===== config.mk =====
export PLATFORM = sky130hd
export DESIGN_NAME = uart_rx_deser
export DESIGN_NICKNAME = d
export VERILOG_FILES = /design/src/rtl/uart_rx_deser.sv
export SDC_FILE = /design/constraint.sdc
export NUM_CORES = 1
export LEC_CHECK = 0
export CAP_MARGIN = 30
export CORE_ASPECT_RATIO = 0.8
export CORE_MARGIN = 1.5
export CORE_UTILIZATION = 45
export DETAILED_ROUTE_END_ITERATION = 12
export PLACE_DENSITY = 0.68
export SETUP_SLACK_MARGIN = 0.2
export SLEW_MARGIN = 10
export SYNTH_ARGS = -nofsm -noshare
export SYNTH_HDL_FRONTEND = slang
export SYNTH_SLANG_ARGS = --single-unit

===== constraint.sdc =====
create_clock -name i_clk -period 5 [get_ports i_clk]
set_input_delay 0.5 -clock i_clk [delete_from_list [all_inputs] [get_ports i_clk]]
set_output_delay 0.5 -clock i_clk [all_outputs]
set_load 0.005 [all_outputs]

===== src/rtl/uart_rx_deser.sv =====
`default_nettype none
// ============================================================================
// Module   : uart_rx_deser
// Brief    : 8-bit UART receiver with a 2-flop input synchronizer and a
//            one-byte valid/ready output stage. Build with
//            AMBER_UART_PARITY_EN defined to add even-parity checking.
// Revision : 1.0 - initial release
// ============================================================================
module uart_rx_deser #(
    parameter int DIV_W = 16
) (
    input  logic             i_clk,
    input  logic             i_rst,
    input  logic [DIV_W-1:0] i_baud_div,
    input  logic             i_rx_en,
    input  logic             i_rxd,
    output logic [7:0]       o_data,
    output logic             o_valid,
    input  logic             i_ready,
    output logic             o_frame_err,
    output logic             o_parity_err,
    output logic             o_overrun,
    output logic             o_busy
);

`ifdef AMBER_UART_PARITY_EN
    typedef enum logic [2:0] {
        S_IDLE   = 3'd0,
        S_START  = 3'd1,
        S_DATA   = 3'd2,
        S_PARITY = 3'd3,
        S_STOP   = 3'd4
    } state_t;
`else
    typedef enum logic [2:0] {
        S_IDLE   = 3'd0,
        S_START  = 3'd1,
        S_DATA   = 3'd2,
        S_STOP   = 3'd4
    } state_t;
`endif

    state_t             r_state;
    state_t             w_state_nx;
    logic               r_sync1;
    logic               r_sync2;
    logic               r_line_d;
    logic [DIV_W-1:0]   r_div;
    logic [DIV_W-1:0]   r_cnt;
    logic [2:0]         r_bit_cnt;
    logic [7:0]         r_shift;
    logic [7:0]         r_data;
    logic               r_valid;
    logic               r_ferr;
    logic               r_ovr;

    logic               w_line;
    logic               w_fall;
    logic [DIV_W:0]     w_div_p1;
    logic [DIV_W-1:0]   w_half_m1;
    logic               w_half_tick;
    logic               w_tick;
    logic               w_par_ok;
    logic               w_start;
    logic               w_cnt_clr;
    logic               w_shift;
    logic               w_good;
    logic               w_ferr;
    logic               w_perr;

    assign w_line      = r_sync2;
    assign w_fall      = r_line_d & ~r_sync2;
    assign w_div_p1    = {1'b0, r_div} + {{DIV_W{1'b0}}, 1'b1};
    assign w_half_m1   = w_div_p1[DIV_W:1] - {{(DIV_W-1){1'b0}}, 1'b1};
    assign w_half_tick = (r_cnt == w_half_m1);
    assign w_tick      = (r_cnt == r_div);

    always_ff @(posedge i_clk) begin
        if (i_rst) begin
            r_sync1  <= 1'b1;
            r_sync2  <= 1'b1;
            r_line_d <= 1'b1;
        end else begin
            r_sync1  <= i_rxd;
            r_sync2  <= r_sync1;
            r_line_d <= r_sync2;
        end
    end

    always_ff @(posedge i_clk) begin
        if (i_rst) begin
            r_state <= S_IDLE;
        end else begin
            r_state <= w_state_nx;
        end
    end

    always_comb begin
        w_state_nx = r_state;
        w_start    = 1'b0;
        w_cnt_clr  = 1'b0;
        w_shift    = 1'b0;
        w_good     = 1'b0;
        w_ferr     = 1'b0;
        w_perr     = 1'b0;
        case (r_state)
            S_IDLE: begin
                if (w_fall) begin
                    w_state_nx = S_START;
                    w_start    = 1'b1;
                end
            end
            S_START: begin
                if (w_half_tick) begin
                    w_cnt_clr  = 1'b1;
                    w_state_nx = w_line ? S_IDLE : S_DATA;
                end
            end
            S_DATA: begin
                if (w_tick) begin
                    w_cnt_clr = 1'b1;
                    w_shift   = 1'b1;
                    if (r_bit_cnt == 3'd7) begin
`ifdef AMBER_UART_PARITY_EN
                        w_state_nx = S_PARITY;
`else
                        w_state_nx = S_STOP;
`endif
                    end
                end
            end
`ifdef AMBER_UART_PARITY_EN
            S_PARITY: begin
                if (w_tick) begin
                    w_cnt_clr  = 1'b1;
                    w_state_nx = S_STOP;
                    w_perr     = (w_line != ^r_shift);
                end
            end
`endif
            S_STOP: begin
                if (w_tick) begin
                    w_cnt_clr  = 1'b1;
                    w_state_nx = S_IDLE;
                    if (!w_line) begin
                        w_ferr = 1'b1;
                    end else if (w_par_ok) begin
                        w_good = 1'b1;
                    end
                end
            end
            default: w_state_nx = S_IDLE;
        endcase
        // Disable wins over everything, including a frame completing this cycle.
        if (!i_rx_en) begin
            w_state_nx = S_IDLE;
            w_start    = 1'b0;
            w_good     = 1'b0;
            w_ferr     = 1'b0;
            w_perr     = 1'b0;
        end
    end

    always_ff @(posedge i_clk) begin
        if (i_rst) begin
            r_div     <= '0;
            r_cnt     <= '0;
            r_bit_cnt <= 3'd0;
            r_shift   <= 8'd0;
        end else begin
            if (r_state == S_IDLE || w_cnt_clr) begin
                r_cnt <= '0;
            end else begin
                r_cnt <= r_cnt + {{(DIV_W-1){1'b0}}, 1'b1};
            end
            if (w_start) begin
                r_div     <= i_baud_div;
                r_bit_cnt <= 3'd0;
            end else if (w_shift) begin
                r_bit_cnt <= r_bit_cnt + 3'd1;
            end
            if (w_shift) begin
                r_shift <= {w_line, r_shift[7:1]};
            end
        end
    end

`ifdef AMBER_UART_PARITY_EN
    logic r_par_bad;
    logic r_perr;

    // Parity result is held until the stop bit decides whether to deliver.
    always_ff @(posedge i_clk) begin
        if (i_rst) begin
            r_par_bad <= 1'b0;
            r_perr    <= 1'b0;
        end else begin
            r_perr <= w_perr;
            if (w_start) begin
                r_par_bad <= 1'b0;
            end else if (w_perr) begin
                r_par_bad <= 1'b1;
            end
        end
    end
    assign w_par_ok     = ~r_par_bad;
    assign o_parity_err = r_perr;
`else
    assign w_par_ok     = 1'b1;
    assign o_parity_err = 1'b0;
`endif

    always_ff @(posedge i_clk) begin
        if (i_rst) begin
            r_data  <= 8'd0;
            r_valid <= 1'b0;
            r_ferr  <= 1'b0;
            r_ovr   <= 1'b0;
        end else begin
            r_ferr <= w_ferr;
            r_ovr  <= 1'b0;
            if (w_good) begin
                if (!r_valid || i_ready) begin
                    r_data  <= r_shift;
                    r_valid <= 1'b1;
                end else begin
                    r_ovr <= 1'b1;
                end
            end else if (r_valid && i_ready) begin
                r_valid <= 1'b0;
            end
        end
    end

    assign o_data      = r_data;
    assign o_valid     = r_valid;
    assign o_frame_err = r_ferr;
    assign o_overrun   = r_ovr;
    assign o_busy      = (r_state != S_IDLE);

endmodule
`default_nettype wire


==> results.sh, run 1 <==
export IMPL_status="completed"
export IMPL_clock_latency_ns=0.35
export IMPL_synth_seq_cells=60
export IMPL_synth_enable_flop_cells=0
export IMPL_totalWireLength_mm=9.263
export IMPL_slowest_delay_ns=0.54
export IMPL_syn_to_final_growth_pct=11.02
export IMPL_final_area_um2=4338
export IMPL_num_vias=3342
export IMPL_skew_ns=0.01277
export IMPL_grt_overflow=0
export IMPL_syn_nets=490
export IMPL_post_route_min_period_ns=3.662
export IMPL_syn_inst=464
export IMPL_endpoint_kind="flip-flop"
export IMPL_critical_path_startpoint_type="flip-flop"
export IMPL_cts_setup_buffers=0
export IMPL_grt_use_total_pct=21.26
export IMPL_grt_pass1_vias=3096
export IMPL_setup_viol=0
export IMPL_timing_fmax_ghz=0.2731
export IMPL_hp_class="flip-flop to flip-flop"
export IMPL_cp_num_buf_inv=1
export IMPL_clk_pin_slew_ns=0.07
export IMPL_synth_distinct_cells=65
export IMPL_post_cts_resized=0
export IMPL_setup_ws_ns=1.338
export IMPL_vias_per_cell=5.752
export IMPL_worst_path_max_fanout=16
export IMPL_required_ns=5.23
export IMPL_reg2reg_depth=12
export IMPL_fin_util_pct=51.36
export IMPL_clock_sinks=60
export IMPL_drc_errors=0
export IMPL_vdd_drop_max_mv=0.1264
export IMPL_cp_top_family="compound AO/OA/AOI/OAI gates"
export IMPL_start_util_pct=46.27
export IMPL_holdPathEnd="r_sync2"
export IMPL_synth_area_per_cell_um2=8.421
export IMPL_hpwl_mm=6.613
export IMPL_io_pins=34
export IMPL_fillers=816
export IMPL_cap_violations=0
export IMPL_multi_input_area_um2=2451
export IMPL_die_x_um=107.2
export IMPL_antenna_found_initial=0
export IMPL_dieArea_um2=9255
export IMPL_synth_ff_type="dfxtp_1"
export IMPL_fin_nets=490
export IMPL_routedWlPerCell_um=15.94
export IMPL_hold_viol=0
export IMPL_cp_cell_sequence="ha_1, xnor2_1, ha_1, nor3b_1, a32oi_1, a21oi_1, a311o_1, o21ai_0, o21ai_1, nor4_4, buf_4, nor3_1"
export IMPL_crit_path_frequent_cell="ha_1"
export IMPL_cts_tree="built"
export IMPL_htreeDepth=3
export IMPL_final_cell_mix="60 x dfxtp_1, 57 x xnor2_1, 47 x nand2_1"
export IMPL_diodes=0
export IMPL_final_seq_area_um2=1201
export IMPL_rsz0062_at_grt="no"
export IMPL_holdBufCountCts=0
export IMPL_die_h_um=86.35
export IMPL_dp_slack_ns=1.460
export IMPL_min_period_over_period_pct=73.23
export IMPL_place_congestion=0.8623
export IMPL_drtPass1Iterations=6
export IMPL_max_slew_margin_pct=49.27
export IMPL_critical_path_class="flip-flop to flip-flop"
export IMPL_netlist_area_um2=3907
export IMPL_slowest_stage="a32oi_1"
export IMPL_ys_warnings_count=0
export IMPL_coreArea_um2=8446
export IMPL_min_path_cells=1
export IMPL_final_common_cell="dfxtp_1"
export IMPL_tns_ns=0
export IMPL_rows=30
export IMPL_worst_pin_slew_ns=0.7541
export IMPL_cts_path_max_buffers=2
export IMPL_synthArstFlopShare_pct=0
export IMPL_r2r_end="r_cnt[5]"
export IMPL_clockRootBuffer="clkbuf_8"
export IMPL_ant_nets=0
export IMPL_drive_gt1_share_pct=10.02
export IMPL_placed_cell_area_um2=4169
export IMPL_ys_seq_area_share_pct=30.74
export IMPL_power_leakage_nw=1.455
export IMPL_drt_iter0_drc=311
export IMPL_grt_pass1_wl_mm=15.44
export IMPL_final_max_slew_viol_count=0
export IMPL_timing_rr_start="r_div[1]"
export IMPL_power_density_nw_per_um2=226.0
export IMPL_grt_max_degree=43
export IMPL_fin_total_pwr_w=0.0009805
export IMPL_cp_arrival_ns=3.89
export IMPL_io_buffers=32
export IMPL_timing_hold_worst_start="r_sync1"
export IMPL_rrSetupSlack_ns=1.34
export IMPL_cts_buffers=9
-- registers in the layout, indices dropped and copies added, names as in the netlist --
register and count:
r_cnt 16, r_div 16, o_data 8, r_shift 8, r_bit_cnt 3, r_state 3
o_frame_err 1, o_overrun 1, o_valid 1, r_line_d 1, r_sync1 1, r_sync2 1
-- power breakdown --
group	switching [W]	total, W	leakage (nW)	internal, W
clock	0.000206	0.000385	0.0783	0.000178
sequential	0.0000103	0.000492	0.484	0.000482
combinational	0.0000549	0.000104	0.893	0.0000491
total	0.000271	0.000981	1.46	0.000709
-- worst max-delay path by stage --
stage | startpoint | endpoint | slack [ns] | depth (start not counted)
after global routing | r_div[0] | r_cnt[5] | 1.04 | 13
after global placement | r_div[1] | r_cnt[1] | 1.61 | 11
after floorplan | r_div[0] | r_cnt[9] | 1.92 | 15
final | r_div[1] | r_cnt[5] | 1.34 | 12
after detailed placement | r_div[0] | r_cnt[5] | 1.46 | 13
after CTS | r_div[1] | r_cnt[1] | 1.44 | 13
-- logic make-up after synthesis --
kind of cell,synth area share (%)
simple gates,27.51
flops,30.74
compound gates,11.46
mux,5.123
fa+ha+maj,1.857
other cells,0.09597
buf+inv,6.692
xor+xnor,16.52
-- stage by stage --
stage,instances,hold WS (ns)
3_5_place_dp,565,0.3993
4_1_cts,581,0.4209
2_1_floorplan,464,0.3895
3_3_place_gp,565,0.3912
6_report,581,0.4197
5_1_grt,581,0.4355
-- cells in the mapped netlist, types with 6 or more instances --
cell type   n  area [um^2]
o21ai_0     6        30.03
nor3_2     11        110.1
mux2i_1    20        200.2
clkbuf_1   28        105.1
buf_2       7        35.03
xnor2_1    57        499.2
a31oi_1     7        43.79
nor3_1     19        95.09
xor2_1     11        96.34
nand2_1    47        176.4
nor2_1     33        123.9
a21oi_1    22        110.1
nor4_1      6        37.54
inv_1       7        26.28
dfxtp_1    60         1201
nand3_1    13        65.06
nand4_1    16        100.1
and3_1     10        62.56
-- layout make-up --
type	count	share of cell area, %
clock buffer	10	2.942
clock inverter	6	0.9518
inverter	7	0.6057
multi-input combinational	350	56.50
sequential	60	27.69
tap	112	3.230
timing repair buffer	36	8.076
-- metal layers --
metal,wire (um),global-route usage (%)
met5,0,0
met4,183,7.636
met3,587,4.586
met2,4049,31.56
met1,4443,30.34
-- worst reg2reg max path: cells and delay by family, from the launching register on --
family	cells	cell delay, ns
DFF	1	0.49
buffers and inverters	1	0.30
adders and majority gates	2	0.69
xor gates and xnor gates	1	0.11
and+or+nand+nor	3	0.52
AOI/OAI and AO/OA	5	1.44
Power figures use the tool's default switching activity.
==> run 2, diff against run 1 <==
- clock period: 5 -> 3.7 ns (I/O delays scaled with it)
==> results.sh, run 2 (synthesis results as in run 1) <==
export IMPL_timing_rr_start="r_div[1]"
export IMPL_grt_overflow=0
export IMPL_final_max_slew_viol_count=0
export IMPL_endpoint_kind="flip-flop"
export IMPL_worst_path_max_fanout=16
export IMPL_dp_slack_ns=0.3488
export IMPL_hp_class="flip-flop to flip-flop"
export IMPL_r2r_end="r_cnt[8]"
export IMPL_power_density_nw_per_um2=305.1
export IMPL_grt_pass1_vias=3172
export IMPL_power_frac_seq_pct=49.3
export IMPL_hpwl_mm=6.743
export IMPL_cts_setup_buffers=0
export IMPL_dieArea_um2=9255
export IMPL_grt_pass1_wl_mm=15.39
export IMPL_min_period_over_period_pct=86.33
export IMPL_num_vias=3278
export IMPL_clk_pin_slew_ns=0.07
export IMPL_rsz0062_at_grt="no"
export IMPL_cts_path_max_buffers=2
export IMPL_totalWireLength_mm=9.167
export IMPL_fin_nets=496
export IMPL_grt_use_total_pct=21.00
export IMPL_clock_latency_ns=0.35
export IMPL_io_buffers=32
export IMPL_tns_ns=0
export IMPL_coreArea_um2=8446
export IMPL_rows=30
export IMPL_critical_path_class="flip-flop to flip-flop"
export IMPL_pwr_share_comb_pct=11.2
export IMPL_vias_per_cell=5.584
export IMPL_drtPass1Iterations=5
export IMPL_hold_viol=0
export IMPL_syn_to_final_growth_pct=12.81
export IMPL_io_pins=34
export IMPL_cts_tree="built"
export IMPL_internal_power_w=0.0009667
export IMPL_place_congestion=0.9147
export IMPL_ant_nets=0
export IMPL_diodes=0
export IMPL_routedWlPerCell_um=15.62
export IMPL_clock_sinks=60
export IMPL_htreeDepth=3
export IMPL_setup_ws_ns=0.5059
export IMPL_min_path_cells=1
export IMPL_required_ns=3.92
export IMPL_fillers=806
export IMPL_status="completed"
export IMPL_power_leakage_nw=1.486
export IMPL_drive_gt1_share_pct=12.42
export IMPL_final_cell_mix="60 x dfxtp_1, 57 x xnor2_1, 47 x nand2_1"
export IMPL_holdPathEnd="r_sync2"
export IMPL_reg2reg_depth=13
export IMPL_final_seq_area_um2=1201
export IMPL_largestRegisters="r_cnt (16), r_div (16)"
export IMPL_die_h_um=86.35
export IMPL_rrSetupSlack_ns=0.51
export IMPL_clockRootBuffer="clkbuf_8"
export IMPL_cp_arrival_ns=3.42
export IMPL_start_util_pct=46.27
export IMPL_post_cts_resized=0
export IMPL_antenna_found_initial=0
export IMPL_timing_hold_worst_start="r_sync1"
export IMPL_drc_errors=0
export IMPL_setup_viol=0
export IMPL_cap_violations=0
export IMPL_post_route_min_period_ns=3.194
export IMPL_p_switching_w=0.0003781
export IMPL_skew_ns=0.008965
export IMPL_die_x_um=107.2
export IMPL_swShare_pct=28.11
export IMPL_clkPwrFrac_pct=39.5
export IMPL_multi_input_area_um2=2469
export IMPL_final_common_cell="dfxtp_1"
export IMPL_cts_buffers=9
export IMPL_vdd_drop_max_mv=0.1913
export IMPL_timing_fmax_ghz=0.3131
export IMPL_grt_max_degree=36
export IMPL_worst_pin_slew_ns=0.7049
export IMPL_drt_iter0_drc=256
export IMPL_max_slew_margin_pct=53.01
export IMPL_critical_path_startpoint_type="flip-flop"
export IMPL_holdBufCountCts=0
-- run 2: changes by cell type in the layout (fill, tap and decap cells not counted), sizes merged --
| cell | before | now |
|---|---|---|
| buf | 4 | 10 |
| clkbuf | 10 | 9 |
| clkinvlp | 3 | 4 |
| clkinv | 3 | 2 |
| inv | 7 | 8 |
-- run 2: stage by stage --
step	instances	hold slack [ns]	total power, W	cell area [um^2]	utilization (%)
floorplan	464	0.3895	0.0007760	3908	-
global placement	571	0.3934	0.0008219	4214	49.90
detailed placement	571	0.4061	0.0008241	4214	49.90
CTS	587	0.4268	0.001354	4390	51.99
global route	587	0.4528	0.001398	4408	52.19
finish	587	0.4192	0.001345	4408	52.19
-- run 2: how the worst max path moves through the flow --
stage	from	endpoint	cells past startpoint
after floorplan	r_div[0]	r_cnt[9]	15
after global placement	r_div[0]	r_cnt[1]	13
after CTS	r_div[0]	r_cnt[1]	13
final	r_div[1]	r_cnt[8]	13
after global routing	r_div[3]	r_cnt[8]	10
after detailed placement	r_div[0]	r_cnt[1]	13
-- run 2: cell type report --
cell class | instances | share of cell area [%]
multi-input combinational | 350 | 56.00
sequential | 60 | 27.25
timing repair buffer | 42 | 8.970
tap | 112 | 3.179
clock buffer | 9 | 2.810
clock inverter | 7 | 1.192
inverter | 7 | 0.5961
-- run 2: worst max-delay path: stages (launching register included) --
cell and delay [ns]:
dfxtp_1 0.32, ha_2 0.38, inv_1 0.06, ha_1 0.25, nor3b_2 0.19, a32oi_2 0.39, a21oi_1 0.15, a41oi_1 0.28
xnor2_1 0.15, a32o_2 0.22, o2111ai_4 0.15, nor4_4 0.17, buf_4 0.29, nor3_1 0.08
-- run 2: metal layers --
metal / global-route usage (%) / vias up / routed length [um]
met4: 6.303 / 0 / 81
met2: 33.35 / 82 / 4007
met3: 3.985 / 9 / 444
met1: 28.99 / 1550 / 4633
li1: - / 1637 / -
met5: 0 / - / 0
-- run 2: power by group through the flow --
stage	sequential [W]	combinational (W)	clock (W)
3_5_place_dp	0.000678	0.000147	0
6_report	0.000663	0.000151	0.000531
4_1_cts	0.000663	0.000148	0.000543
3_3_place_gp	0.000678	0.000144	0
5_1_grt	0.000664	0.000164	0.000571
2_1_floorplan	0.000668	0.000108	0
